==> src/rtl/spi_pkg.sv <==
// spi_pkg: shared command encodings, widths and FSM states for the SPI master.
package spi_pkg;
    localparam int FRAME_W = 10;
    localparam int DATA_W = 8;
    localparam logic [1:0] CMD_WR_ADDR = 2'b00;
    localparam logic [1:0] CMD_WR_DATA = 2'b01;
    localparam logic [1:0] CMD_RD_ADDR = 2'b10;
    localparam logic [1:0] CMD_RD_DATA = 2'b11;
    typedef enum logic [2:0] {
        ST_IDLE,
        ST_START,
        ST_SHIFT,
        ST_WAIT,
        ST_RECV,
        ST_END
    } state_t;
endpackage

==> src/rtl/spi_master_shifter.sv <==
// spi_master_shifter: frame load/shift-out register, MISO shift-in and down-counter.
module spi_master_shifter
    import spi_pkg::*;
(
    input  logic               clk,
    input  logic               rst_n,
    input  logic               load,
    input  logic [FRAME_W-1:0] frame,
    input  logic               shift,
    input  logic               capture,
    input  logic               miso,
    input  logic               cnt_load,
    input  logic [3:0]         cnt_val,
    output logic [1:0]         tx_hi,
    output logic [3:0]         cnt,
    output logic [DATA_W-1:0]  rx_next
);
    logic [FRAME_W-1:0] tx;
    logic [DATA_W-2:0]  rx;
    assign tx_hi = tx[FRAME_W-1:FRAME_W-2];
    assign rx_next = {rx, miso};
    // Counter free-runs down to zero; the FSM reloads it on entering each timed state.
    always_ff @(posedge clk or negedge rst_n) begin
        if (!rst_n) begin
            tx <= '0;
            rx <= '0;
            cnt <= '0;
        end else begin
            tx <= load ? frame : shift ? {tx[FRAME_W-2:0], 1'b0} : tx;
            rx <= capture ? rx_next[DATA_W-2:0] : rx;
            cnt <= cnt_load ? cnt_val : cnt - 4'(cnt != 4'd0);
        end
    end
endmodule

==> src/rtl/spi_master.sv <==
// spi_master: serialises 10-bit RAM command frames onto MOSI and captures read-data bytes from MISO.
module spi_master
    import spi_pkg::*;
#(
    parameter int RD_GAP = 2,
    parameter int END_GAP = 1
) (
    input  logic              clk,
    input  logic              rst_n,
    input  logic              cmd_valid,
    output logic              cmd_ready,
    input  logic [1:0]        cmd_type,
    input  logic [DATA_W-1:0] cmd_data,
    output logic              rsp_valid,
    output logic [DATA_W-1:0] rsp_data,
    output logic              busy,
    output logic              MOSI,
    input  logic              MISO,
    output logic              SS_n
);
    state_t state, state_n;
    logic rd, ss_n_d, mosi_d, rsp_valid_d;
    logic load, shift, capture, cnt_load;
    logic [3:0] cnt_val, cnt;
    logic [1:0] tx_hi;
    logic [DATA_W-1:0] rx_next;
    assign cmd_ready = state == ST_IDLE;
    assign busy = state != ST_IDLE;
    spi_master_shifter u_shifter (
        .clk(clk),
        .rst_n(rst_n),
        .load(load),
        .frame({cmd_type, cmd_data}),
        .shift(shift),
        .capture(capture),
        .miso(MISO),
        .cnt_load(cnt_load),
        .cnt_val(cnt_val),
        .tx_hi(tx_hi),
        .cnt(cnt),
        .rx_next(rx_next)
    );
    always_comb begin
        state_n = state;
        ss_n_d = SS_n;
        mosi_d = MOSI;
        rsp_valid_d = 1'b0;
        load = 1'b0;
        shift = 1'b0;
        capture = 1'b0;
        cnt_load = 1'b0;
        cnt_val = '0;
        case (state)
            ST_IDLE: if (cmd_valid) begin
                load = 1'b1;
                ss_n_d = 1'b0;
                mosi_d = cmd_type[1];
                state_n = ST_START;
            end
            ST_START: begin
                mosi_d = tx_hi[1];
                cnt_load = 1'b1;
                cnt_val = 4'd9;
                state_n = ST_SHIFT;
            end
            ST_SHIFT: if (cnt != 4'd0) begin
                mosi_d = tx_hi[0];
                shift = 1'b1;
            end else begin
                mosi_d = 1'b0;
                ss_n_d = !rd;
                cnt_load = 1'b1;
                cnt_val = rd ? 4'(RD_GAP - 1) : 4'(END_GAP - 1);
                state_n = rd ? ST_WAIT : ST_END;
            end
            ST_WAIT: if (cnt == 4'd0) begin
                cnt_load = 1'b1;
                cnt_val = 4'd7;
                state_n = ST_RECV;
            end
            ST_RECV: begin
                capture = 1'b1;
                if (cnt == 4'd0) begin
                    ss_n_d = 1'b1;
                    rsp_valid_d = 1'b1;
                    cnt_load = 1'b1;
                    cnt_val = 4'(END_GAP - 1);
                    state_n = ST_END;
                end
            end
            ST_END: if (cnt == 4'd0) state_n = ST_IDLE;
            default: state_n = ST_IDLE;
        endcase
    end
    always_ff @(posedge clk or negedge rst_n) begin
        if (!rst_n) begin
            state <= ST_IDLE;
            SS_n <= 1'b1;
            MOSI <= 1'b0;
            rsp_valid <= 1'b0;
            rsp_data <= '0;
            rd <= 1'b0;
        end else begin
            state <= state_n;
            SS_n <= ss_n_d;
            MOSI <= mosi_d;
            rsp_valid <= rsp_valid_d;
            rsp_data <= rsp_valid_d ? rx_next : rsp_data;
            rd <= load ? cmd_type == CMD_RD_DATA : rd;
        end
    end
endmodule

==> config.mk <==
export PLATFORM = sky130hd
export DESIGN_NAME = spi_master
export DESIGN_NICKNAME = d
export VERILOG_FILES = /design/src/rtl/spi_pkg.sv /design/src/rtl/spi_master_shifter.sv /design/src/rtl/spi_master.sv
export SDC_FILE = /design/constraint.sdc
export NUM_CORES = 1
export LEC_CHECK = 0
export ABC_AREA = 1
export BUFFER_PORTS_ARGS = -buffer_cell sky130_fd_sc_hd__buf_4
export CAP_MARGIN = 20
export CORE_UTILIZATION = 56
export CTS_CLUSTER_SIZE = 12
export DETAILED_ROUTE_END_ITERATION = 10
export PLACE_DENSITY = 0.86
export RECOVER_POWER = 25
export SYNTH_ARGS = -nofsm -noshare
export SYNTH_HDL_FRONTEND = slang
export SYNTH_SLANG_ARGS = --single-unit
==> constraint.sdc <==
create_clock -name clk -period 2.1 [get_ports clk]
set_clock_uncertainty 0.1 [all_clocks]
set_input_delay 0.105 -clock clk [delete_from_list [all_inputs] [get_ports clk]]
set_output_delay 0.105 -clock clk [all_outputs]
set_load 0.02 [all_outputs]
Word level (Yosys, flattened, before mapping)

Cells that the tools add are included.

Bits in registers: 36
Word-level logic and storage cells: 63

Add/sub/neg operators: 1
Eq/ne operators: 11
Muxes and demuxes: 30
Reductions and logical operators: 12

Operator list:

| cell                 | count |
|---|---|
| $mux W3              | 7 |
| $mux W10             | 2 |
| $pmux W3 S6          | 1 |
| $mux W1              | 15 |
| $pmux W4 S3          | 1 |
| $ne A2 B2 Y1 const B | 5 |
| $pmux W1 S3          | 3 |
| $reduce_bool A3 Y1   | 3 |
| $eq A3 B2 Y1 const B | 2 |
| $eq A3 B3 Y1 const B | 2 |
| $reduce_and A5 Y1    | 1 |
| $logic_not A4 Y1     | 1 |
| $mux W4              | 1 |
| $reduce_and A4 Y1    | 1 |
| $reduce_bool A4 Y1   | 1 |
| $sub A4 B1 Y4        | 1 |
| $eq A3 B1 Y1 const B | 1 |
| $logic_not A3 Y1     | 1 |
| $eq A2 B2 Y1 const B | 1 |
| $reduce_and A2 Y1    | 1 |
| $reduce_bool A2 Y1   | 1 |
| $reduce_or A2 Y1     | 1 |
| $logic_not A1 Y1     | 1 |

Longest topological paths before layout

Gate-level depths: netlist of run 1.

Word-level depth: 5
Gate-level depth with buffers: 9
Mapped depth without buffers: 8

By module

From an unflattened synthesis of run 1, not the netlist that was laid out.

Cells, all modules: 213
Area total of the unflattened synthesis: 1760.4 um2

Modules (own cells, without submodules):

| module             | times used | cells each | area an instance (um2) | sequential area each (um2) |
|---|---|---|---|---|
| spi_master_shifter | 1          | 104        | 922.1                  | 525.5 |
| spi_master         | 1          | 109        | 838.3                  | 376.6 |

Worst setup path after synthesis of run 1

Ideal clock, no wire load.

Path kind: reg-to-reg
Start point: reg u_shifter.cnt[1]
End point: reg u_shifter.cnt[2]
Setup time: 0.118 ns
Arrival: 1.335 ns
Data required time: 1.882 ns
Path slack: 0.548 ns
Cell stages (with the launch flop): 9
Period minus slack after synthesis: 1.552 ns
Path through: dfrtp_1 -> nor2_1 -> nand2_1 -> buf_2 -> ha_1 -> ha_1 -> xor2_1 -> nand2_1 -> nand2_1

Longest elaborated chain between the ends: 4

RTL lines:

| what                                                  | line                     | text |
|---|---|---|
| start: declaration                                    | spi_master_shifter.sv:15 | `output logic [3:0] cnt,` |
| start signal: assignment                              | spi_master_shifter.sv:31 | `cnt <= cnt_load ? cnt_val : cnt - 4'(cnt != 4'd0);` |
| branches (longest 3 deep; another with $sub A4 B1 Y4) | -                        |  |
| $mux W4 *                                             | spi_master_shifter.sv:31 |  |

Every way passes the cells marked *.
A chain may end at the register's enable or synchronous reset.

Worst setup path in the final report of run 1

Start point: reg state[1]
End point: reg u_shifter.tx[9]

Longest elaborated chain between the ends: 3

RTL lines:

| what                                                            | line                     | text |
|---|---|---|
| start: declaration                                              | spi_master.sv:21         | `state_t state, state_n;` |
| start signal: assignment                                        | spi_master.sv:104        | `state <= state_n;` |
| $eq A3 B2 Y1 or $logic_not A3 Y1 (tied branches)                | spi_master.sv:53         | `case (state)` |
| $mux W1                                                         | spi_master.sv:53         |  |
| $reduce_bool A2 Y1 (no source line) or $mux W10 (tied branches) | -                        |  |
| end signal: assignment                                          | spi_master_shifter.sv:29 | `tx <= load ? frame : shift ? {tx[FRAME_W-2:0], 1'b0} : tx;` |
| end: declaration                                                | spi_master_shifter.sv:18 | `logic [FRAME_W-1:0] tx;` |

Several ways; a longest one is shown, not always the timed one.

==> impl_metrics.yaml, run 1 <==
setup_path:
  cp_slowest_cell: "dlygate4sd3_1"
  crit_type: "flip-flop to flip-flop"
  reg2reg_to: "u_shifter.tx[9]$_DFFE_PN0P_"
  end_kind: "flip-flop"
  max_stage_delay_ns: 0.54
  critical-path-top-delay-family: "simple AND/OR/NAND/NOR gates"
  worst_setup_path_start_kind: "flip-flop"
  path_cells: "nor2_4 > nand2_4 > nor2_4 > nand2_1 > nand2_1 > dlygate4sd3_1"
  crit_fanout: 11
  arrival_ns: 2.16
  regToRegSetupSlack_ns: 0.13
  worstRegToRegCells: 6
  cp.required_ns: 2.28
  r2r-start: "state[1]$_DFFE_PN0P_"
  path_buf_inv: 1
logic_synthesis:
  synth-simple-area-share_pct: 34.9
  muxShareOfSynthArea_pct: 0
  netlist_area_sq_um: 1810
  ys_seq_area_share_pct: 50.0
  synth_area_leaders: "dfrtp_1, nand2_1, inv_1"
  synth_common_cells: "nand2_1, dfrtp_1, inv_1, nor2_1, o21ai_0"
  netlist_instances: 222
  ys_seq_elements: 36
  async_reset_ff_share_pct: 100
  synth_cell_types: 26
  postSynthNetCount: 238
  synth_xor_area_share_pct: 0.970
  synth_top_area_share_pct: 48.5
  synth_edf_count: 0
  yosysMostFrequentCell: "nand2_1"
  synth_top_family_by_area: "simple AND/OR/NAND/NOR gates"
  yosysTopAreaCell: "dfrtp_1"
  synth_fa_ha_area_share_pct: 1.39
  synth_compound_area_share_pct: 5.68
  yosys_warnings: 0
  synth_ff_type: "dfrtp_1"
  syn_avg_cell_area_sq_um: 8.13
route:
  drc: 0
  firstDrtPassIters: 4
  vias_per_cell: 4.97
  drt-total-wl_um: 3670
  drt_iter0_markers: 90
  ant_nets: 0
  vias: 1541
  wl_per_cell_um: 11.8
clocking:
  path_clk_slew_ns: 0.11
  clockBufferDepth: 2
  clock_latency_ns: 0.35
  cts-root-buf: "clkbuf_4"
  clkSinkCount: 36
  numCtsBuffers: 5
  h-tree-depth: 2
  cts_tree: "built"
place:
  dpl.hpwl_um: 2280
  dp_cells: 288
  portBuffers: 26
  gp_congestion: 0.949
grt:
  grt_pass1_wl_um: 6050
  grt_max_degree: 37
  grt.total_usage_pct: 24.3
  gr-total-overflow: 0
  grt_pass1_vias: 1360
  antenna_found_initial: 0
sta:
  fin_crit_ns: 1.97
  drv_slew: 0
  worst_slew_margin_rel_pct: 43.5
  worst_pin_slew_ns: 0.848
  post-route-period-util_pct: 94.0
  final-hold-violation-count: 0
  grt_setup_unrepaired: "no"
  fin_setup_tns_ns: 0
  fmaxAchievable_mhz: 507
  finalSetupViolCount: 0
finish:
  nets: 281
  fillerInstances: 230
  area_growth_pct: 23.6
  multiInputGateArea_sq_um: 776
  antennaDiodeCount: 0
  drive_gt1_share_pct: 21.4
  regArea_sq_um: 903
  finalNonFillerCells: 310
floorplan:
  io_pins: 27
  die_h_um: 58.8
  rows: 20
  dieWidth_um: 58.8
  core_sq_um: 3050
  dieArea_sq_um: 3460
  initial_core_util_pct: 59.1
power_and_ir_drop:
  switchingPower_mw: 1.45
  seq_power_share_pct: 36.4
  ir_drop_mv: 0.759
  combPwrFrac_pct: 49.0
  clkPwrFrac_pct: 14.6
  power.density_nw_per_um2: 1490
  p_int_mw: 1.87
  leakage_nw: 1.22
  swShare_pct: 43.7
min_path:
  hold_path.class: "primary input to flip-flop"
  hold_start: "cmd_valid"
  whs_path_depth: 6
  hold_end: "u_shifter.tx[7]$_DFFE_PN0P_"
status:
  status: "finished, final reports clean"
flow_run:
  drv_cap: 0
[state kept, by name (all words and copies together), names as in the netlist]
name / flops
u_shifter.tx: 10
u_shifter.rx: 7
rsp_valid: 1
MOSI: 1
SS_n: 1
rsp_data: 8
rd: 1
state: 3
u_shifter.cnt: 4
[timing repair]
action	CTS	global route
gates resized for setup	0	1
buffers inserted	0	1
endpoints found under the hold margin	49	0
endpoints found under the setup margin	0	1
hold buffers	13	0
[area by class of cell]
| cell class | count | area share [%] |
|---|---|---|
| multi-input combinational | 162 | 34.8 |
| inverter | 19 | 3.76 |
| clock buffer | 6 | 1.85 |
| timing repair buffer | 41 | 15.1 |
| sequential | 36 | 40.5 |
| tap | 44 | 2.47 |
| clock inverter | 2 | 1.57 |
[cell usage in the layout (no fill, tap or decap)]
cell           Yosys  final
nand2_1           99     99
dfrtp_1           35     34
buf_4              0     27
inv_1             16     16
nor2_1            14     14
dlygate4sd3_1      0     13
o21ai_0           10     10
nand3_1            8      8
nand2_2            6      6
a21oi_1            5      5
clkbuf_4           0      5
nor2_4             3      3
nor2_2             3      3
inv_4              2      2
nand2_4            2      2
nand2_8            2      2
ha_1               2      2
dfstp_2            1      1
nand3b_1           1      1
xnor2_1            1      1
or3_1              1      1
xor2_1             1      1
a21oi_2            1      1
inv_8              1      1
o21ai_1            1      1
o22ai_1            1      1
a21boi_0           1      1
clkbuf_1           0      1
clkinv_2           0      1
bufinv_16          0      1
clkbuf_2           0      1
dfrtp_2            0      1
[kinds of logic after synthesis]
kind of cell | Yosys count
simple gates | 139
flops | 36
buf+inv | 24
compound gates | 19
xor+xnor | 2
fa+ha+maj | 2
[stage by stage]
step	instance area, sq um	power (mW)	hold slack, ns	util, %	setup slack [ns]
global route	2230	3.61	0.0893	73.1	0.0114
CTS	2230	3.29	0.0687	72.9	0.146
floorplan	1810	2.38	-0.291	-	0.548
detailed placement	2020	2.77	-0.0149	66.1	0.578
finish	2230	3.32	0.0790	73.1	0.127
global placement	2020	2.72	-0.0158	66.1	0.649
[worst max path at each step]
| stage | start | cells past startpoint | slack (ns) | end |
|---|---|---|---|---|
| finish | state[1]$_DFFE_PN0P_ | 6 | 0.13 | u_shifter.tx[9]$_DFFE_PN0P_ |
| global route | state[2]$_DFFE_PN0P_ | 9 | 0.01 | u_shifter.tx[9]$_DFFE_PN0P_ |
| CTS | state[2]$_DFFE_PN0P_ | 9 | 0.15 | u_shifter.tx[9]$_DFFE_PN0P_ |
| detailed placement | state[1]$_DFFE_PN0P_ | 5 | 0.58 | rsp_data[1]$_DFFE_PN0P_ |
| global placement | state[1]$_DFFE_PN0P_ | 5 | 0.65 | rsp_data[3]$_DFFE_PN0P_ |
| floorplan | u_shifter.cnt[1]$_DFF_PN0_ | 8 | 0.55 | u_shifter.cnt[2]$_DFF_PN0_ |
[per-layer routing]
| layer | global-route usage (%) | vias to the layer above | share of wire [%] |
|---|---|---|---|
| li1 | - | 771 | - |
| met1 | 31.0 | 723 | 44 |
| met2 | 38.5 | 38 | 50 |
| met3 | 7.47 | 9 | 4.6 |
| met4 | 10.2 | 0 | 1.8 |
| met5 | 0 | - | 0 |
[power by group through the flow]
stage	Sequential (mW)	Combinational, mW	Clock, mW
after floorplan	1.27	1.11	0
after global placement	1.22	1.50	0
after detailed placement	1.22	1.55	0
after CTS	1.21	1.59	0.489
after global routing	1.25	1.84	0.524
final	1.21	1.63	0.486
[worst min-delay path, cell delays in order]
cell	delay [ns]
buf_4	0.11
nand2_8	0.09
nand2_1	0.07
nand2_1	0.04
nand2_1	0.05
nand2_1	0.04
No activity file was read; power rests on OpenSTA's default activity.
==> inputs of run 2 (changes only) <==
--- a/config.mk
+++ b/config.mk
@@ -8,10 +8,10 @@
 export ABC_AREA = 1
 export BUFFER_PORTS_ARGS = -buffer_cell sky130_fd_sc_hd__buf_4
 export CAP_MARGIN = 20
-export CORE_UTILIZATION = 56
+export CORE_UTILIZATION = 51
 export CTS_CLUSTER_SIZE = 12
 export DETAILED_ROUTE_END_ITERATION = 10
-export PLACE_DENSITY = 0.86
+export PLACE_DENSITY = 0.8
 export RECOVER_POWER = 25
 export SYNTH_ARGS = -nofsm -noshare
 export SYNTH_HDL_FRONTEND = slang
==> run 2 against run 1 <==
Effect of this change: sequential share of layout area grew 0.30 points; largest power group unchanged; cell count is 0.32% higher; first-iteration DRC count decreased by 2.2%; fmax decreased by 0.55%; flip-flop and latch count is the same; clock power down 17%; die area grew 9.5%; via count shrank 3.9%.
==> impl_metrics.yaml, run 2 (synthesized netlist as in run 1, its figures left out) <==
clocking:
  cts-root-buf: "clkbuf_4"
  path_clk_slew_ns: 0.11
  clkSinkCount: 36
  numCtsBuffers: 5
  clockBufferDepth: 2
  cts_tree: "built"
  h-tree-depth: 2
  clock_latency_ns: 0.35
finish:
  largest_reg_flops: 10
  area_growth_pct: 22.7
  nets: 280
  final_cell_mix: "nand2_1, dfrtp_1, buf_4, inv_1"
  drive_gt1_share_pct: 21.5
  antennaDiodeCount: 0
  finalNonFillerCells: 311
  final_common_cell: "nand2_1"
  reg_top3: "u_shifter.tx (10), rsp_data (8), u_shifter.rx (7)"
  regMostFlops: "u_shifter.tx"
setup_path:
  worst_setup_path_start_kind: "flip-flop"
  critical-path-top-delay-family: "simple AND/OR/NAND/NOR gates"
  end_kind: "flip-flop"
  r2r-start: "state[1]$_DFFE_PN0P_"
  crit_type: "flip-flop to flip-flop"
  arrival_ns: 2.18
  crit_fanout: 11
  cp.required_ns: 2.30
  path_cells: "nor2_4 > nand2_4 > nor2_4 > nand2_1 > nand2_1 > dlygate4sd3_1"
  max_stage_delay_ns: 0.55
  crit_start: "state[1]$_DFFE_PN0P_"
  path_buf_inv: 1
  cp_slowest_cell: "dlygate4sd3_1"
grt:
  antenna_found_initial: 0
  gr-total-overflow: 0
  grt_pass1_vias: 1387
  grt_pass1_wl_um: 5650
  grt.total_usage_pct: 21.5
  grt_max_degree: 37
route:
  vias: 1481
  drt_iter0_markers: 88
  drc: 0
  wl_per_cell_um: 11.0
  dr.max_layer_used: "met4"
  drt-met1-wl_um: 1450
  vias_per_cell: 4.76
  wl_met3_um: 126
  drt-total-wl_um: 3440
  firstDrtPassIters: 4
  ant_nets: 0
  routed-wl-met2_um: 1750
place:
  dpl.hpwl_um: 2300
  gp_congestion: 0.923
  portBuffers: 26
  dp_cells: 290
power_and_ir_drop:
  switchingPower_mw: 1.42
  clkPwrFrac_pct: 12.6
  ir_drop_mv: 0.626
  seq_power_share_pct: 38.1
  leakage_nw: 1.21
  swShare_pct: 44.4
  p_int_mw: 1.78
  combPwrFrac_pct: 49.3
  power.density_nw_per_um2: 1440
status:
  status: "finished, final reports clean"
sta:
  worst_pin_slew_ns: 0.856
  drv_slew: 0
  fin_crit_ns: 1.98
  post-route-period-util_pct: 94.5
  grt_setup_unrepaired: "no"
  fin_setup_tns_ns: 0
  fmaxAchievable_mhz: 504
  final-hold-violation-count: 0
  finalSetupViolCount: 0
  worst_slew_margin_rel_pct: 42.9
floorplan:
  io_pins: 27
  core_sq_um: 3360
  initial_core_util_pct: 53.7
  rows: 21
  die_h_um: 61.5
  dieWidth_um: 61.5
  dieArea_sq_um: 3780
flow_run:
  drv_cap: 0
min_path:
  hold_path.class: "primary input to flip-flop"
  hold_start: "cmd_valid"
-- run 2: power by group through the flow --
stage	combinational (mW)	sequential [mW]	clock, mW
after global routing	1.81	1.26	0.444
after CTS	1.59	1.21	0.415
after floorplan	1.11	1.27	0
after detailed placement	1.55	1.23	0
after global placement	1.51	1.22	0
final	1.57	1.22	0.403
-- run 2: tightest hold or removal path: cells and delay by family --
kind	cells	cell delay (ns)
AND/OR/NAND/NOR	4	0.28
buffers and inverters	1	0.11
-- run 2: path summary, 6_finish.rpt --
kind | depth (start not counted) | slack [ns] | endpoint
min reg2reg | 2 | 0.37 | SS_n$_DFFE_PN1P_
min in group asynchronous | 2 | 0.28 | u_shifter.cnt[2]$_DFF_PN0_
max in group asynchronous | 2 | 1.04 | state[2]$_DFFE_PN0P_
max reg2reg | 6 | 0.12 | u_shifter.tx[9]$_DFFE_PN0P_
min | 5 | 0.07 | u_shifter.tx[8]$_DFFE_PN0P_
max | 6 | 0.12 | u_shifter.tx[9]$_DFFE_PN0P_
-- run 2: repair_timing --
action,4_1_cts,5_1_grt
hold buffers,13,0
hold endpoints to repair,49,0
endpoints found under the setup margin,0,1
buffers inserted,0,0
gates resized for setup,0,2
-- run 2: stage by stage --
stage | instance area, sq um | util, % | setup WS, ns | total power [mW] | hold slack [ns]
4_1_cts | 2210 | 65.8 | 0.134 | 3.21 | 0.0546
2_1_floorplan | 1810 | - | 0.548 | 2.38 | -0.291
6_report | 2220 | 65.9 | 0.116 | 3.19 | 0.0721
3_5_place_dp | 2020 | 60.1 | 0.534 | 2.77 | -0.0133
5_1_grt | 2220 | 65.9 | 0.00459 | 3.51 | 0.0765
3_3_place_gp | 2020 | 60.1 | 0.647 | 2.73 | -0.0108
-- run 2: metal layers --
metal	up-vias	global-route usage (%)
li1	767	-
met1	674	24.9
met2	30	35.5
met3	10	4.83
met4	0	14.9
met5	-	0
-- run 2: area by class of cell --
class / count / area (sq um)
Clock buffer: 7 / 55.1
Clock inverter: 1 / 7.51
Fill cell: 286 / 1150
Inverter: 19 / 83.8
Multi-Input combinational cell: 162 / 778
Sequential cell: 36 / 903
Tap cell: 46 / 57.6
Timing Repair Buffer: 40 / 330
